## config.mk

```make
export PLATFORM = sky130hd
export DESIGN_NAME = registro_universal
export DESIGN_NICKNAME = d
export VERILOG_FILES = /design/src/rtl/registro_universal.sv
export SDC_FILE = /design/constraint.sdc
export NUM_CORES = 1
export LEC_CHECK = 0
export ABC_AREA = 1
export BUFFER_PORTS_ARGS = -buffer_cell sky130_fd_sc_hd__buf_2
export CAP_MARGIN = 20
export CORE_AREA = 2 2 75 77
export CTS_BUF_LIST = sky130_fd_sc_hd__clkbuf_8 sky130_fd_sc_hd__clkbuf_16
export DETAILED_ROUTE_END_ITERATION = 16
export DIE_AREA = 0 0 77 79
export GPL_ROUTABILITY_DRIVEN = 0
export HOLD_SLACK_MARGIN = 0.1
export PLACE_DENSITY = 0.68
export REMOVE_ABC_BUFFERS = 1
export SYNTH_ARGS = -nofsm -noshare
export SYNTH_HDL_FRONTEND = slang
export SYNTH_SLANG_ARGS = --single-unit
```

## constraint.sdc

```tcl
create_clock -name clk -period 1.6 [get_ports clk]
set_input_delay 0 -clock clk [delete_from_list [all_inputs] [get_ports clk]]
set_output_delay 0 -clock clk [all_outputs]
set_load 0.005 [all_outputs]
```

## src/rtl/registro_universal.sv

```systemverilog
// Universal shift register: logical/arithmetic shift, rotate and parallel load,
// plus a serial burst mode that streams WIDTH bits out through S_OUT.
module registro_universal #(
  parameter int WIDTH = 8,
  parameter int SHW   = $clog2(WIDTH)
) (
  input  logic             clk,
  input  logic             rst,
  input  logic             ENB,
  input  logic             DIR,
  input  logic             S_IN,
  input  logic [2:0]       MODO,
  input  logic [SHW-1:0]   SHAMT,
  input  logic [WIDTH-1:0] D,
  output logic [WIDTH-1:0] Q,
  output logic             S_OUT,
  output logic             BUSY,
  output logic             DONE
);

  localparam int CW = $clog2(WIDTH + 1);

  localparam logic [0:0] ST_IDLE     = 1'b0;
  localparam logic [0:0] ST_SHIFTING = 1'b1;

  localparam logic [2:0] M_LSH   = 3'b001;
  localparam logic [2:0] M_ROT   = 3'b010;
  localparam logic [2:0] M_LOAD  = 3'b011;
  localparam logic [2:0] M_ASH   = 3'b100;
  localparam logic [2:0] M_BURST = 3'b101;

  localparam logic [SHW:0]   WIDTH_L = (SHW+1)'(WIDTH);
  localparam logic [SHW-1:0] K_MAX   = SHW'(WIDTH - 1);
  localparam logic [SHW-1:0] K_ZERO  = SHW'(0);
  localparam logic [SHW-1:0] K_ONE   = SHW'(1);
  localparam logic [CW-1:0]  CNT_ONE = CW'(1);
  localparam logic [CW-1:0]  CNT_MAX = CW'(WIDTH);

  // Returns {last bit out, shifted value}; k must be non-zero.
  function automatic logic [WIDTH:0] f_shift(
    input logic [WIDTH-1:0] q,
    input logic [SHW-1:0]   k,
    input logic             dir,
    input logic             fill,
    input logic             rot
  );
    logic [2*WIDTH-1:0] t;
    logic [WIDTH-1:0]   ext;
    logic [WIDTH-1:0]   probe;
    logic [WIDTH-1:0]   res;
    logic               so;
    ext = rot ? q : {WIDTH{fill}};
    if (dir) begin
      t     = {ext, q} >> k;
      res   = t[WIDTH-1:0];
      probe = q >> (k - K_ONE);
      so    = probe[0];
    end else begin
      t     = {q, ext} << k;
      res   = t[2*WIDTH-1:WIDTH];
      probe = q << (k - K_ONE);
      so    = probe[WIDTH-1];
    end
    return {so, res};
  endfunction

  logic [WIDTH-1:0] r_q;
  logic             r_sout;
  logic [0:0]       r_state;
  logic [CW-1:0]    r_cnt;
  logic             r_dir;
  logic             r_done;

  logic [WIDTH-1:0] w_q_nxt;
  logic             w_sout_nxt;
  logic [0:0]       w_state_nxt;
  logic [CW-1:0]    w_cnt_nxt;
  logic             w_dir_nxt;
  logic             w_done_nxt;
  logic [SHW:0]     w_amt_ext;
  logic [SHW:0]     w_rot_ext;
  logic [SHW-1:0]   w_k_sh;
  logic [SHW-1:0]   w_k_rot;
  logic [WIDTH:0]   w_res;

  // Amount conditioning: shifts saturate at WIDTH-1, rotates wrap modulo WIDTH.
  always_comb begin
    w_amt_ext = {1'b0, SHAMT};
    if (w_amt_ext >= WIDTH_L) begin
      w_k_sh    = K_MAX;
      w_rot_ext = w_amt_ext - WIDTH_L;
    end else begin
      w_k_sh    = SHAMT;
      w_rot_ext = w_amt_ext;
    end
    w_k_rot = w_rot_ext[SHW-1:0];
  end

  // Next-state decode for the datapath and the burst FSM.
  always_comb begin
    w_q_nxt     = r_q;
    w_sout_nxt  = r_sout;
    w_state_nxt = r_state;
    w_cnt_nxt   = r_cnt;
    w_dir_nxt   = r_dir;
    w_done_nxt  = 1'b0;
    w_res       = {r_sout, r_q};
    if (!ENB) begin
      w_done_nxt = 1'b0;
    end else if (r_state == ST_SHIFTING) begin
      w_res      = f_shift(r_q, K_ONE, r_dir, S_IN, 1'b0);
      w_q_nxt    = w_res[WIDTH-1:0];
      w_sout_nxt = w_res[WIDTH];
      w_cnt_nxt  = r_cnt - CNT_ONE;
      if (r_cnt == CNT_ONE) begin
        w_state_nxt = ST_IDLE;
        w_done_nxt  = 1'b1;
      end else begin
        w_state_nxt = ST_SHIFTING;
      end
    end else begin
      case (MODO)
        M_LSH: begin
          if (w_k_sh != K_ZERO) begin
            w_res      = f_shift(r_q, w_k_sh, DIR, S_IN, 1'b0);
            w_q_nxt    = w_res[WIDTH-1:0];
            w_sout_nxt = w_res[WIDTH];
          end else begin
            w_q_nxt = r_q;
          end
        end
        M_ROT: begin
          if (w_k_rot != K_ZERO) begin
            w_res      = f_shift(r_q, w_k_rot, DIR, 1'b0, 1'b1);
            w_q_nxt    = w_res[WIDTH-1:0];
            w_sout_nxt = w_res[WIDTH];
          end else begin
            w_q_nxt = r_q;
          end
        end
        M_LOAD: w_q_nxt = D;
        M_ASH: begin
          if (w_k_sh != K_ZERO) begin
            w_res      = f_shift(r_q, w_k_sh, DIR, DIR & r_q[WIDTH-1], 1'b0);
            w_q_nxt    = w_res[WIDTH-1:0];
            w_sout_nxt = w_res[WIDTH];
          end else begin
            w_q_nxt = r_q;
          end
        end
        M_BURST: begin
          w_q_nxt     = D;
          w_cnt_nxt   = CNT_MAX;
          w_dir_nxt   = DIR;
          w_state_nxt = ST_SHIFTING;
        end
        default: w_q_nxt = r_q;
      endcase
    end
  end

  // State registers with asynchronous reset.
  always_ff @(posedge clk or posedge rst) begin
    if (rst) begin
      r_q     <= {WIDTH{1'b0}};
      r_sout  <= 1'b0;
      r_state <= ST_IDLE;
      r_cnt   <= {CW{1'b0}};
      r_dir   <= 1'b0;
      r_done  <= 1'b0;
    end else begin
      r_q     <= w_q_nxt;
      r_sout  <= w_sout_nxt;
      r_state <= w_state_nxt;
      r_cnt   <= w_cnt_nxt;
      r_dir   <= w_dir_nxt;
      r_done  <= w_done_nxt;
    end
  end

  assign Q     = r_q;
  assign S_OUT = r_sout;
  assign BUSY  = (r_state == ST_SHIFTING);
  assign DONE  = r_done;

endmodule
```

# ---- Word level (Yosys, flattened, before mapping)
# Index checks and enable logic that the tools add are counted.
dict set report totals {
  output_inout_bits 11
  elab_cells 60
  register_bits 16
  input_bits 19
}
dict set report op_classes {
  n_shift 8
  eq_ne 9
  n_mux 22
  n_addsub 2
  bitwise_logic 2
  n_reduce_logical 11
}
# cell count
set ops {}
lappend ops {{$mux W8} 8}
lappend ops {{$shl A16 B3 Y16} 3}
lappend ops {{$shr A16 B3 Y8} 3}
lappend ops {{$pmux W8 S4} 1}
lappend ops {{$mux W1} 11}
lappend ops {{$ne A3 B3 Y1 const B} 3}
lappend ops {{$mux W4} 2}
lappend ops {{$shl A8 B3 Y8} 1}
lappend ops {{$shr A8 B3 Y1} 1}
lappend ops {{$eq A3 B2 Y1 const B} 2}
lappend ops {{$eq A3 B3 Y1 const B} 2}
lappend ops {{$reduce_and A3 Y1} 2}
lappend ops {{$reduce_bool A2 Y1} 3}
lappend ops {{$reduce_and A5 Y1} 1}
lappend ops {{$reduce_bool A5 Y1} 1}
lappend ops {{$eq A4 B1 Y1 const B} 1}
lappend ops {{$sub A4 B1 Y4 const B} 1}
lappend ops {{$eq A3 B1 Y1 const B} 1}
lappend ops {{$reduce_bool A3 Y1} 1}
lappend ops {{$reduce_or A3 Y1} 1}
lappend ops {{$sub A3 B1 Y3 const B} 1}
lappend ops {{$reduce_and A2 Y1} 1}
lappend ops {{$reduce_or A2 Y1} 1}
lappend ops {{$and A1 B1 Y1} 1}
lappend ops {{$not A1 Y1} 1}

# ---- Longest topological paths before layout
dict set report logic_depth {
  depth_word 6
  mapped_depth 14
  depth_no_buf 13
}

# ---- Worst setup path after synthesis
# OpenSTA, ideal clock, no wires.
dict set report synth_path {
  kind {register -> register}
  from {reg r_state (netlist: BUSY)}
  to {reg r_q[0] (netlist: Q[0])}
  setup_slack_ns 0.215
  setup_ns 0.078
  synth_period_minus_slack_ns 1.385
  stages_incl_launch_ff 9
  path_buffers 2
  required_time_ns 1.522
  arrival_ns 1.307
  path_cell_list {dfrtp_1 > buf_2 > inv_2 > nand3_1 > o21a_1 > o21ai_4 > buf_6 > nor2_1 > a21boi_1}
}
dict set report synth_between {
  elab_chain_len 2
  word_cells_on_any_way 6
  cone_classes {eq/ne (3); mux (1); reduce/logical (2)}
}
# item line
set synth_lines {}
lappend synth_lines {{from (decl)} 69} ;# logic [0:0] r_state;
lappend synth_lines {{from (signal assigned)} 174} ;# r_state <= w_state_nxt;
lappend synth_lines {{$ne A3 B3 Y1 (no line) / $reduce_bool A5 Y1 (equally long branches)} -}
lappend synth_lines {{$reduce_and A5 Y1 (no line)} -}
lappend synth_lines {{to (signal assigned)} 165} ;# r_q <= {WIDTH{1'b0}};
lappend synth_lines {{to (signal assigned)} 172} ;# r_q <= w_q_nxt;
lappend synth_lines {{to (decl)} 67} ;# logic [WIDTH-1:0] r_q;
# Several ways; a longest one is shown, not always the timed one.
# A chain may end at the register's enable or synchronous reset.

# ---- Worst setup path after layout
dict set report layout_path {
  from {reg r_q[6] (netlist: Q[6])}
  to {reg r_q[5] (netlist: Q[5])}
}
dict set report layout_between {
  elab_chain_len 5
  word_cells_on_any_way 15
  cone_classes {shift (6); mux (9)}
}
# item line
set layout_lines {}
lappend layout_lines {{$shl A16 B3 Y16 / $shr A16 B3 Y8 (equally long branches)} {59, 54}}
lappend layout_lines {{$mux W8} 53} ;# if (dir) begin
lappend layout_lines {{$mux W8, on equally long branches} {143, 124, 133}}
lappend layout_lines {{$pmux W8 S4} 122} ;# case (MODO)
lappend layout_lines {{$mux W8 *} 110} ;# end else if (r_state == ST_SHIFTING) begin
# Every way passes the cells marked *; elsewhere a longest branch is shown, timed or not. The select of a mux whose other input is x is not followed.

==> summary.txt <==
Run status: finished clean
Pwr dens: 1220 nW/um^2
Final std cells w/o fill: 534
Ys flop type: dfrtp_1
Most used cell, CP: nand2_1
Cell area after synthesis: 2290 sq um
Final wirelength: 7.59 mm
CTS root buf: clkbuf_8
Crit Path Max Fanout: 5
CP required: 1.77 ns
Setup Skew: 0.00366 ns
Yosys top cell area share: 24.9%
Reg2reg end: Q[5]
Hold/Removal Path Class: in -> reg
Largest delay contributor family on the critical path: simple AND/OR/NAND/NOR gates
Reg2reg setup slack: 0.07 ns
Vias in the first global route: 2727
Vias per Instance: 5.70
Largest net degree at the start of global routing: 30
GRT overflow: 0
Highest routed metal layer: met4
CTS tree: done
Ys Warns: 0
Clk buf depth: 2
Worst Setup Start Kind: flip-flop
DR pass1 iterations: 5
Hold Path Stages: 3
CTS clk-pin slew, worst paths: 0.06 ns
DRT iter0 DRCs: 441
Count of cell types in the netlist: 28
Post-synthesis cell count: 427
Hold_ws: 0.146 ns
Leak: 1.45 nW
CTS H-tree depth: 1
Slew @ Worst Pin: 0.610 ns
Max Cap Viol: 0
Commonest cells after routing, fill and taps aside: nand2_1 (132), nand3_1 (106), a21oi_1 (30)
Min Tclk post-route: 1.53 ns
Max-slew headroom: 59.3%
Clock sink count: 16
Critical Path, Cell by Cell: nand2_2 -> nand2_1 -> nand2_1 -> nand2_1 -> nand2_1 -> nand2_1 -> nand2_1 -> a21oi_1 -> nand2_1 -> a21boi_2
Max-slew violations: 0
Initial Util: 42.9%
Synth async-reset ratio: 100%
Post-synthesis sequential area ratio: 17.5%
Die Wd: 77 microns
Hpwl dp: 5.65 mm
Critical setup path kind: reg -> reg
DRC viols: 0
ANT cells: 0
Buf/Inv on CP: 0
CP max-delay cell: dfrtp_1
WL met2: 3.46 mm
Flops & latches, synth: 16
Num ports: 30
Post-synth EDFFs: 0
FP Rows: 27
Avg Cell Area, Syn: 5.37 sq um
RSZ-0062 raised after global routing: true
DIE HEIGHT: 79 microns
Cell total after placement: 525
Full die area: 6080 sq um
Final period utilization: 95.7%
Worst IR drop on VDD: 0.000800 V
Fin nets: 487
Initial antenna violation count: 0
Fmax achieved: 653 MHz
Setup crit end kind: flip-flop
First-pass GRT wire length: 12.5 mm
Cell taking the most area after synthesis: nand2_1
Routed vias: 3042
Core area: 5340 sq um
HP Start: ENB
Critical Path Max Stage Delay: 0.43 ns
Wl on met1: 3.26 mm
DR WL/cell: 14.2 microns
Antenna Nets Post-Route: 0
Area of the multi-input gates: 1770 sq um
Final setup viols: 0
Hold path endpoint: DONE
Final Hold Viols: 0
WL met3: 651 microns
Layout cell share with drive strength beyond 1: 22.9%
Synth top area cells: nand2_1 (25%), nand3_1 (24%), dfrtp_1 (17%)
Input/output buffers: 29
FF-to-FF Start: Q[6]
Fillers: 576
Commonest non-fill, non-tap cell in the layout: nand2_1
Worst skew pair latency: 0.25 ns
Reg2reg path depth: 10
Power Total: 0.00340 W
Gr usage total: 24.9%
Crit path DAT: 1.70 ns
Sequential cell area: 409 sq um
CTS Buf Count: 3
Area grow syn2layout: 21.7%
[worst max-delay path by stage]
| stage | endpoint | from | cells after the start |
|---|---|---|---|
| 2_1_floorplan | Q[0] | BUSY | 6 |
| 3_3_place_gp | Q[1] | Q[0] | 8 |
| 3_5_place_dp | Q[1] | Q[1] | 8 |
| 4_1_cts | Q[1] | Q[1] | 10 |
| 5_1_grt | Q[1] | Q[1] | 10 |
| 6_report | Q[5] | Q[6] | 10 |
[layer usage]
metal	up-vias	global-route usage [%]
met5	-	0
met4	0	10.2
met3	25	2.16
met2	174	41.1
met1	1353	33.6
li1	1490	-
[synth_stat cells (5+ instances only)]
cell type and count:
nand2_1 152, nand3_1 112, a21oi_1 31, inv_1 25, dfrtp_1 16, nor2_1 16, o21ai_0 12, clkbuf_1 8
buf_2 7, a21boi_1 6, buf_1 5, inv_2 5, o21ai_1 5
[kinds of logic after synthesis]
family                   after synthesis  synth area share [%]
adder cells (fa/ha/maj)                4                  2.18
AND/OR/NAND/NOR                      288                  54.3
XOR/XNOR                               2                 0.765
AO/OA/AOI/OAI                         61                  15.0
buffers and inverters                 56                  10.2
flip-flops                            16                  17.5
[worst reg2reg max path: cells and delay by family, from the launching register on]
kind | cells | cell delay [ns]
AND/OR/NAND/NOR | 8 | 0.73
flip-flops | 1 | 0.43
AO/OA/AOI/OAI | 2 | 0.28
[metrics by stage]
step	area [sq um]	setup slack (ns)	util (%)	setup TNS (ns)
after global placement	2580	0.0234	48.3	0
final	2790	0.0682	52.3	0
after detailed placement	2580	-0.0321	48.3	-0.0321
after floorplan	2180	0.156	-	0
after CTS	2640	0.00196	49.4	0
after global routing	2790	-0.0302	52.3	-0.0574
[flip-flops by register name, indices dropped and copies added, names as in the netlist]
register	cells
r_dir	1
Q	8
DONE	1
BUSY	1
S_OUT	1
r_cnt	4
[final cells by class]
class / count / area share [%]
repair buffers: 55 / 12.9
inverters: 33 / 4.44
well taps: 72 / 3.23
flip-flops and latches: 16 / 14.7
clock buffers: 3 / 1.48
multi-input cells: 355 / 63.3
[power by group]
group | internal, W | leakage (nW) | switching (W)
Clock | 0.000167 | 0.0216 | 0.000127
Combinational | 0.000886 | 1.26 | 0.00135
Sequential | 0.000607 | 0.176 | 0.000258
[what timing repair did]
action	CTS	global route
gates resized for setup	2	40
hold buffers	1	0
pin swaps	0	3
hold endpoints to repair	16	0
endpoints found under the setup margin	2	8
buffers inserted	0	5
Note: power is estimated with default switching activity, not from simulation.
